**src/rtl/micro_seq_pkg.sv**
```systemverilog
// rtl/micro_seq_pkg.sv - opcode encodings for the microprogram sequencer
package micro_seq_pkg;

  typedef logic [2:0] op_t;

  localparam op_t NEXT  = 3'd0;
  localparam op_t JUMP  = 3'd1;
  localparam op_t CJMP  = 3'd2;
  localparam op_t CALL  = 3'd3;
  localparam op_t CCALL = 3'd4;
  localparam op_t RET   = 3'd5;
  localparam op_t LDCT  = 3'd6;
  localparam op_t LOOP  = 3'd7;

endpackage

```
**src/rtl/micro_sequencer_if.sv**
```systemverilog
// rtl/micro_sequencer_if.sv - microinstruction fields in, next control-store address out
interface micro_sequencer_if
  import micro_seq_pkg::*;
#(
  parameter int AW = 12
);
  op_t           op;
  logic          cond;
  logic [AW-1:0] din;
  logic [AW-1:0] offset;
  logic [AW-1:0] yout;

  modport master (output op, output cond, output din, output offset, input yout);
  modport slave  (input op, input cond, input din, input offset, output yout);
endinterface

```
**src/rtl/micro_seq_stack.sv**
```systemverilog
// rtl/micro_seq_stack.sv - return-address LIFO with level tracking and full/empty status
module micro_seq_stack #(
  parameter int AW    = 12,
  parameter int DEPTH = 4
) (
  input  logic          clock,
  input  logic          reset,
  input  logic          push,
  input  logic          pop,
  input  logic [AW-1:0] wdata,
  output logic [AW-1:0] top,
  output logic          full,
  output logic          empty,
  output logic          ovf_evt,
  output logic          unf_evt
);
  localparam int AI = $clog2(DEPTH);
  localparam int LW = AI + 1;

  logic [LW-1:0] level_q, level_d;
  logic [AW-1:0] mem_q [DEPTH];
  logic [AI-1:0] top_idx;

  assign full    = (level_q == LW'(DEPTH));
  assign empty   = (level_q == '0);
  assign ovf_evt = push & full;
  assign unf_evt = pop & empty;

  // Low bits of level wrap to 0 when full, so level-1 in AI bits still names the top slot.
  assign top_idx = level_q[AI-1:0] - AI'(1);
  assign top     = mem_q[top_idx];

  always_comb begin
    level_d = level_q;
    if (push && !full) begin
      level_d = level_q + LW'(1);
    end else if (pop && !empty) begin
      level_d = level_q - LW'(1);
    end
  end

  always_ff @(posedge clock or posedge reset) begin
    if (reset) begin
      level_q <= '0;
    end else begin
      level_q <= level_d;
    end
  end

  always_ff @(posedge clock) begin
    if (push && !full) begin
      mem_q[level_q[AI-1:0]] <= wdata;
    end
  end
endmodule

```
**src/rtl/micro_sequencer.sv**
```systemverilog
// rtl/micro_sequencer.sv - 2910-class next-address sequencer with stack, loop counter and sticky errors
module micro_sequencer
  import micro_seq_pkg::*;
#(
  parameter int AW    = 12,
  parameter int DEPTH = 4,
  parameter int CW    = AW
) (
  input  logic               clock,
  input  logic               reset,
  micro_sequencer_if.slave   bus,
  output logic               stack_full,
  output logic               stack_empty,
  output logic               ovf,
  output logic               unf,
  output logic               cnt_zero
);
  logic [AW-1:0] pc_q, pc_d;
  logic [CW-1:0] cnt_q, cnt_d;
  logic          ovf_q, ovf_d;
  logic          unf_q, unf_d;

  logic [AW-1:0] sel, yout_c, stk_top;
  logic          push, pop, ovf_evt, unf_evt;

  micro_seq_stack #(.AW(AW), .DEPTH(DEPTH)) u_stack (
    .clock   (clock),
    .reset   (reset),
    .push    (push),
    .pop     (pop),
    .wdata   (pc_q),
    .top     (stk_top),
    .full    (stack_full),
    .empty   (stack_empty),
    .ovf_evt (ovf_evt),
    .unf_evt (unf_evt)
  );

  always_comb begin
    sel   = pc_q;
    push  = 1'b0;
    pop   = 1'b0;
    cnt_d = cnt_q;
    case (bus.op)
      JUMP:  sel = bus.din;
      CJMP:  if (bus.cond) sel = bus.din;
      CALL: begin
        sel  = bus.din;
        push = 1'b1;
      end
      CCALL: if (bus.cond) begin
        sel  = bus.din;
        push = 1'b1;
      end
      // An empty-stack return falls through to pc instead of using a stale entry.
      RET: begin
        pop = 1'b1;
        if (!stack_empty) sel = stk_top;
      end
      LDCT:  cnt_d = bus.din[CW-1:0];
      LOOP:  if (cnt_q != '0) begin
        sel   = bus.din;
        cnt_d = cnt_q - CW'(1);
      end
      default: ;
    endcase
    yout_c = sel + bus.offset;
    pc_d   = yout_c + AW'(1);
    ovf_d  = ovf_q | ovf_evt;
    unf_d  = unf_q | unf_evt;
  end

  always_ff @(posedge clock or posedge reset) begin
    if (reset) begin
      pc_q  <= '0;
      cnt_q <= '0;
      ovf_q <= 1'b0;
      unf_q <= 1'b0;
    end else begin
      pc_q  <= pc_d;
      cnt_q <= cnt_d;
      ovf_q <= ovf_d;
      unf_q <= unf_d;
    end
  end

  assign bus.yout = yout_c;
  assign ovf      = ovf_q;
  assign unf      = unf_q;
  assign cnt_zero = (cnt_q == '0);
endmodule

```
**src/flat_wrapper.sv**
```systemverilog
// flat-port wrapper written by rule: the top's interface ports become plain ports
module micro_sequencer_flat import micro_seq_pkg::*;
#(
  parameter int AW    = 12,
  parameter int DEPTH = 4,
  parameter int CW    = AW
)
  (clock, reset, stack_full, stack_empty, ovf, unf, cnt_zero, bus_op, bus_cond, bus_din, bus_offset, bus_yout);
  micro_sequencer_if #(.AW(AW)) bus_i ();
  input  logic clock;
  input  logic reset;
  output logic stack_full;
  output logic stack_empty;
  output logic ovf;
  output logic unf;
  output logic cnt_zero;
  input wire logic [$bits(bus_i.op)-1:0] bus_op;
  input wire logic [$bits(bus_i.cond)-1:0] bus_cond;
  input wire logic [$bits(bus_i.din)-1:0] bus_din;
  input wire logic [$bits(bus_i.offset)-1:0] bus_offset;
  output wire logic [$bits(bus_i.yout)-1:0] bus_yout;
  assign bus_i.op = bus_op;
  assign bus_i.cond = bus_cond;
  assign bus_i.din = bus_din;
  assign bus_i.offset = bus_offset;
  assign bus_yout = bus_i.yout;
  micro_sequencer #(.AW(AW), .DEPTH(DEPTH), .CW(CW)) u_core (.clock(clock), .reset(reset), .bus(bus_i), .stack_full(stack_full), .stack_empty(stack_empty), .ovf(ovf), .unf(unf), .cnt_zero(cnt_zero));
endmodule
```
**config.mk**
```make
export PLATFORM = sky130hd
export DESIGN_NAME = micro_sequencer_flat
export DESIGN_NICKNAME = d
export VERILOG_FILES = /design/src/rtl/micro_seq_pkg.sv /design/src/rtl/micro_sequencer_if.sv /design/src/rtl/micro_seq_stack.sv /design/src/rtl/micro_sequencer.sv /design/src/flat_wrapper.sv
export SDC_FILE = /design/constraint.sdc
export NUM_CORES = 1
export LEC_CHECK = 0
export ABC_AREA = 1
export CAP_MARGIN = 20
export CORE_MARGIN = 4
export CORE_UTILIZATION = 57
export DETAILED_ROUTE_END_ITERATION = 8
export GPL_TIMING_DRIVEN = 0
export PLACE_DENSITY = 0.89
export SYNTH_ARGS = -nofsm -noshare
export SYNTH_HDL_FRONTEND = slang
export SYNTH_SLANG_ARGS = --single-unit
```
**constraint.sdc**
```tcl
create_clock -name clock -period 8.2 [get_ports clock]
set_input_delay 1.64 -clock clock [delete_from_list [all_inputs] [get_ports clock]]
set_output_delay 1.64 -clock clock [all_outputs]
set_load 0.02 [all_outputs]
```
==> results.cfg <==
[pwr]
ir_worst_vdd_mv = 0.197
power.switching_mw = 0.779
p_leak_nw = 2.36
p_seq_share_pct = 33.0
p_per_area_nw_per_um2 = 335
p_total_mw = 1.81
power.share.switching_pct = 43.1
intPower_mw = 1.03
p_comb_share_pct = 49.9
clockPowerShare_pct = 17.1

[setup_path]
worst-setup-path-type = primary input to primary output
worstPathMaxFanout = 10
r2r-start = u_core.u_stack.level_q[0]
required_ns = 6.56
worst-endpoint-arrival_ns = 5.38
worstSetupStartpoint = bus_op[2]
crit_path_start_kind = primary input
rr_worst_depth = 24
r2r-end = u_core.pc_q[10]
end_kind = primary output
reg2reg_slack_ns = 3.33

[finish]
areaGrowthSynthToFinish_pct = 18.9
fin_nets = 639
antenna_cells = 0
fillCellCount = 573
postLayoutCoreUtil_pct = 69.9
drive_above_1_share_pct = 7.56

[sta]
worst_slack_ns = 1.18
timing.slew.headroom_pct = 60.7
setup_tns_ns = 0
rsz0062_at_grt = false
setup_violations = 0
fin_crit_sh_pct = 85.7
fin_crit_ns = 7.02
worstMarginPinSlew_ns = 0.586
fmax_mhz = 142
slew_viol_final = 0
hold_ws_ns = 0.486
finalHoldViolCount = 0
skew_ns = 0.0110

[clock_tree]
clkSlewWorstSetupHoldPaths_ns = 0.08
ctsHoldBuffers = 0
insertion_delay_ns = 0.35
cts.sink_count = 77
cts_root_buf = clkbuf_8
htreeDepth = 3
cts_made_buffers = 9
cts_setup_buffers = 0
clk_path_buf_depth = 2
cts_resized = 0
cts_tree = yes

[die]
core_sq_um = 7730
die_h_um = 97.2
rows = 32
io_pins = 47
start_util_pct = 58.7
fp.dieW_um = 97.2
die_area_sq_um = 9460

[logic_synthesis]
syn-num-nets = 577
yosysMostFrequentCell = nand2_1
synthTopCellsByArea = edfxtp_1, dfrtp_1, nand2_1, inv_1, o21ai_0
ys_seq_area_share_pct = 47.7
synth_top_area_share_pct = 31.8
synth_commonest_cells = nand2_1, inv_1, nor2_1
async_reset_ff_share_pct = 37.7
ys.flop_type = edfxtp_1
synth_edf_count = 48
yosysWarnings = 0
synth-seq-cells = 77
syn-instance-count = 528
syn_area_sq_um = 4540
netlist-cell-type-count = 39
yosysTopAreaCell = edfxtp_1
syn_area_per_cell_sq_um = 8.60

[routing]
drt_iter0_markers = 286
ant_nets = 0
firstDrtPassIters = 6
vias_per_cell = 5.63
routed_wl_mm = 11.0
vias = 3925
wire_per_inst_um = 15.7
drc = 0

[worst_hold_path]
hold_start = u_core.ovf
hold_depth = 1
hold_end = u_core.ovf
hold_path_class = flip-flop to flip-flop

[status]
status = complete, no violations

[placed_design]
dp_worst_setup_slack_ns = 1.20
gp_congestion = 0.839
port_buffers = 46
hpwl_mm = 8.41

[global_routing]
grtUsageTotal_pct = 23.6
grt_pass1_vias = 3731
grt_pass1_wl_mm = 17.9
antenna_found_initial = 0
grt_max_degree = 30
grt.overflow.total = 0

[flow_run]
maxCapViolCount = 0
## per-layer routing
layer | vias to the layer above | share of wire, % | track usage (%)
met2 | 151 | 51 | 40.9
met1 | 1850 | 40 | 29.7
met5 | - | 0 | 0
met3 | 23 | 6.5 | 3.80
met4 | 0 | 2.6 | 9.16
li1 | 1901 | - | -
## power groups by stage
| stage | clock (mW) | combinational (mW) | sequential (mW) |
|---|---|---|---|
| after floorplan | 0 | 0.602 | 0.583 |
| after global placement | 0 | 0.856 | 0.590 |
| after detailed placement | 0 | 0.890 | 0.601 |
| after CTS | 0.311 | 0.899 | 0.594 |
| after global routing | 0.329 | 0.997 | 0.606 |
| final | 0.309 | 0.904 | 0.597 |
## flip-flops by register name, summed over array words and instances (netlist names)
name	cells
u_core.u_stack.mem_q	48
u_core.u_stack.level_q	3
u_core.ovf	1
u_core.pc_q	12
u_core.cnt_q	12
u_core.unf	1
## worst max-delay path by stage
stage                    to  depth (start not counted)
2_1_floorplan   bus_yout[8]                         16
3_3_place_gp    bus_yout[8]                         21
3_5_place_dp   bus_yout[11]                         21
4_1_cts        bus_yout[11]                         21
5_1_grt        bus_yout[11]                         21
6_report       bus_yout[11]                         21
## cell families (layout without fill, tap and decap cells)
| logic type | count (synthesis) | count (layout) | synth area share, % |
|---|---|---|---|
| flops | 77 | 77 | 47.7 |
| fa+ha+maj | 19 | 19 | 5.57 |
| xor+xnor | 13 | 13 | 3.09 |
| buf+inv | 99 | 166 | 8.27 |
| compound gates | 107 | 107 | 14.4 |
| simple gates | 213 | 213 | 20.9 |
## layout make-up
class,instances,area (sq um),area share [%]
inverter,84,315,5.84
clock buffer,10,128,2.36
multi-input combinational,352,2000,37.0
buffer,15,60.1,1.11
clock inverter,6,86.3,1.60
timing repair buffer,51,518,9.59
tap,102,128,2.36
sequential,77,2170,40.1
## metrics by stage
| step | std cells | area (sq um) |
|---|---|---|
| final | 697 | 5400 |
| after global routing | 697 | 5400 |
| after CTS | 692 | 5340 |
| after detailed placement | 676 | 5130 |
| after global placement | 676 | 5130 |
| after floorplan | 528 | 4540 |
## critical path, cell delays in order
cell	delay [ns]
clkdlybuf4s50_1	0.57
nand2_1	0.10
nor2_2	0.26
nand3_1	0.11
nand2_1	0.09
nor2_1	0.05
inv_1	0.08
buf_2	0.21
nand2_1	0.09
o211ai_1	0.16
ha_1	0.35
nand2_1	0.14
inv_1	0.05
a21oi_1	0.18
nand2_1	0.10
a31oi_1	0.28
inv_1	0.07
nand3_1	0.10
nand2_1	0.09
inv_1	0.06
clkdlybuf4s50_1	0.60
## placed cells by master (no fill, tap or decap), types with 2 or more instances in the layout
| cell type | n |
|---|---|
| nand3_2 | 2 |
| nor2_4 | 2 |
| nor3_1 | 4 |
| o211ai_1 | 10 |
| dfrtp_1 | 29 |
| clkbuf_1 | 12 |
| buf_2 | 3 |
| nand2_4 | 3 |
| nand2_1 | 95 |
| buf_4 | 4 |
| nand2_2 | 5 |
| inv_1 | 84 |
| edfxtp_1 | 48 |
| nand4_1 | 7 |
| nor2_1 | 56 |
| nand3_1 | 29 |
| nand3b_1 | 3 |
| o22ai_1 | 15 |
| nor2_2 | 5 |
| fa_1 | 2 |
| o21ai_0 | 43 |
| clkbuf_8 | 9 |
| bufinv_16 | 2 |
| xor2_1 | 8 |
| clkdlybuf4s50_1 | 46 |
| ha_1 | 17 |
| xnor2_1 | 3 |
| a32oi_1 | 10 |
| a21oi_1 | 20 |
Power figures use the tool's default switching activity.
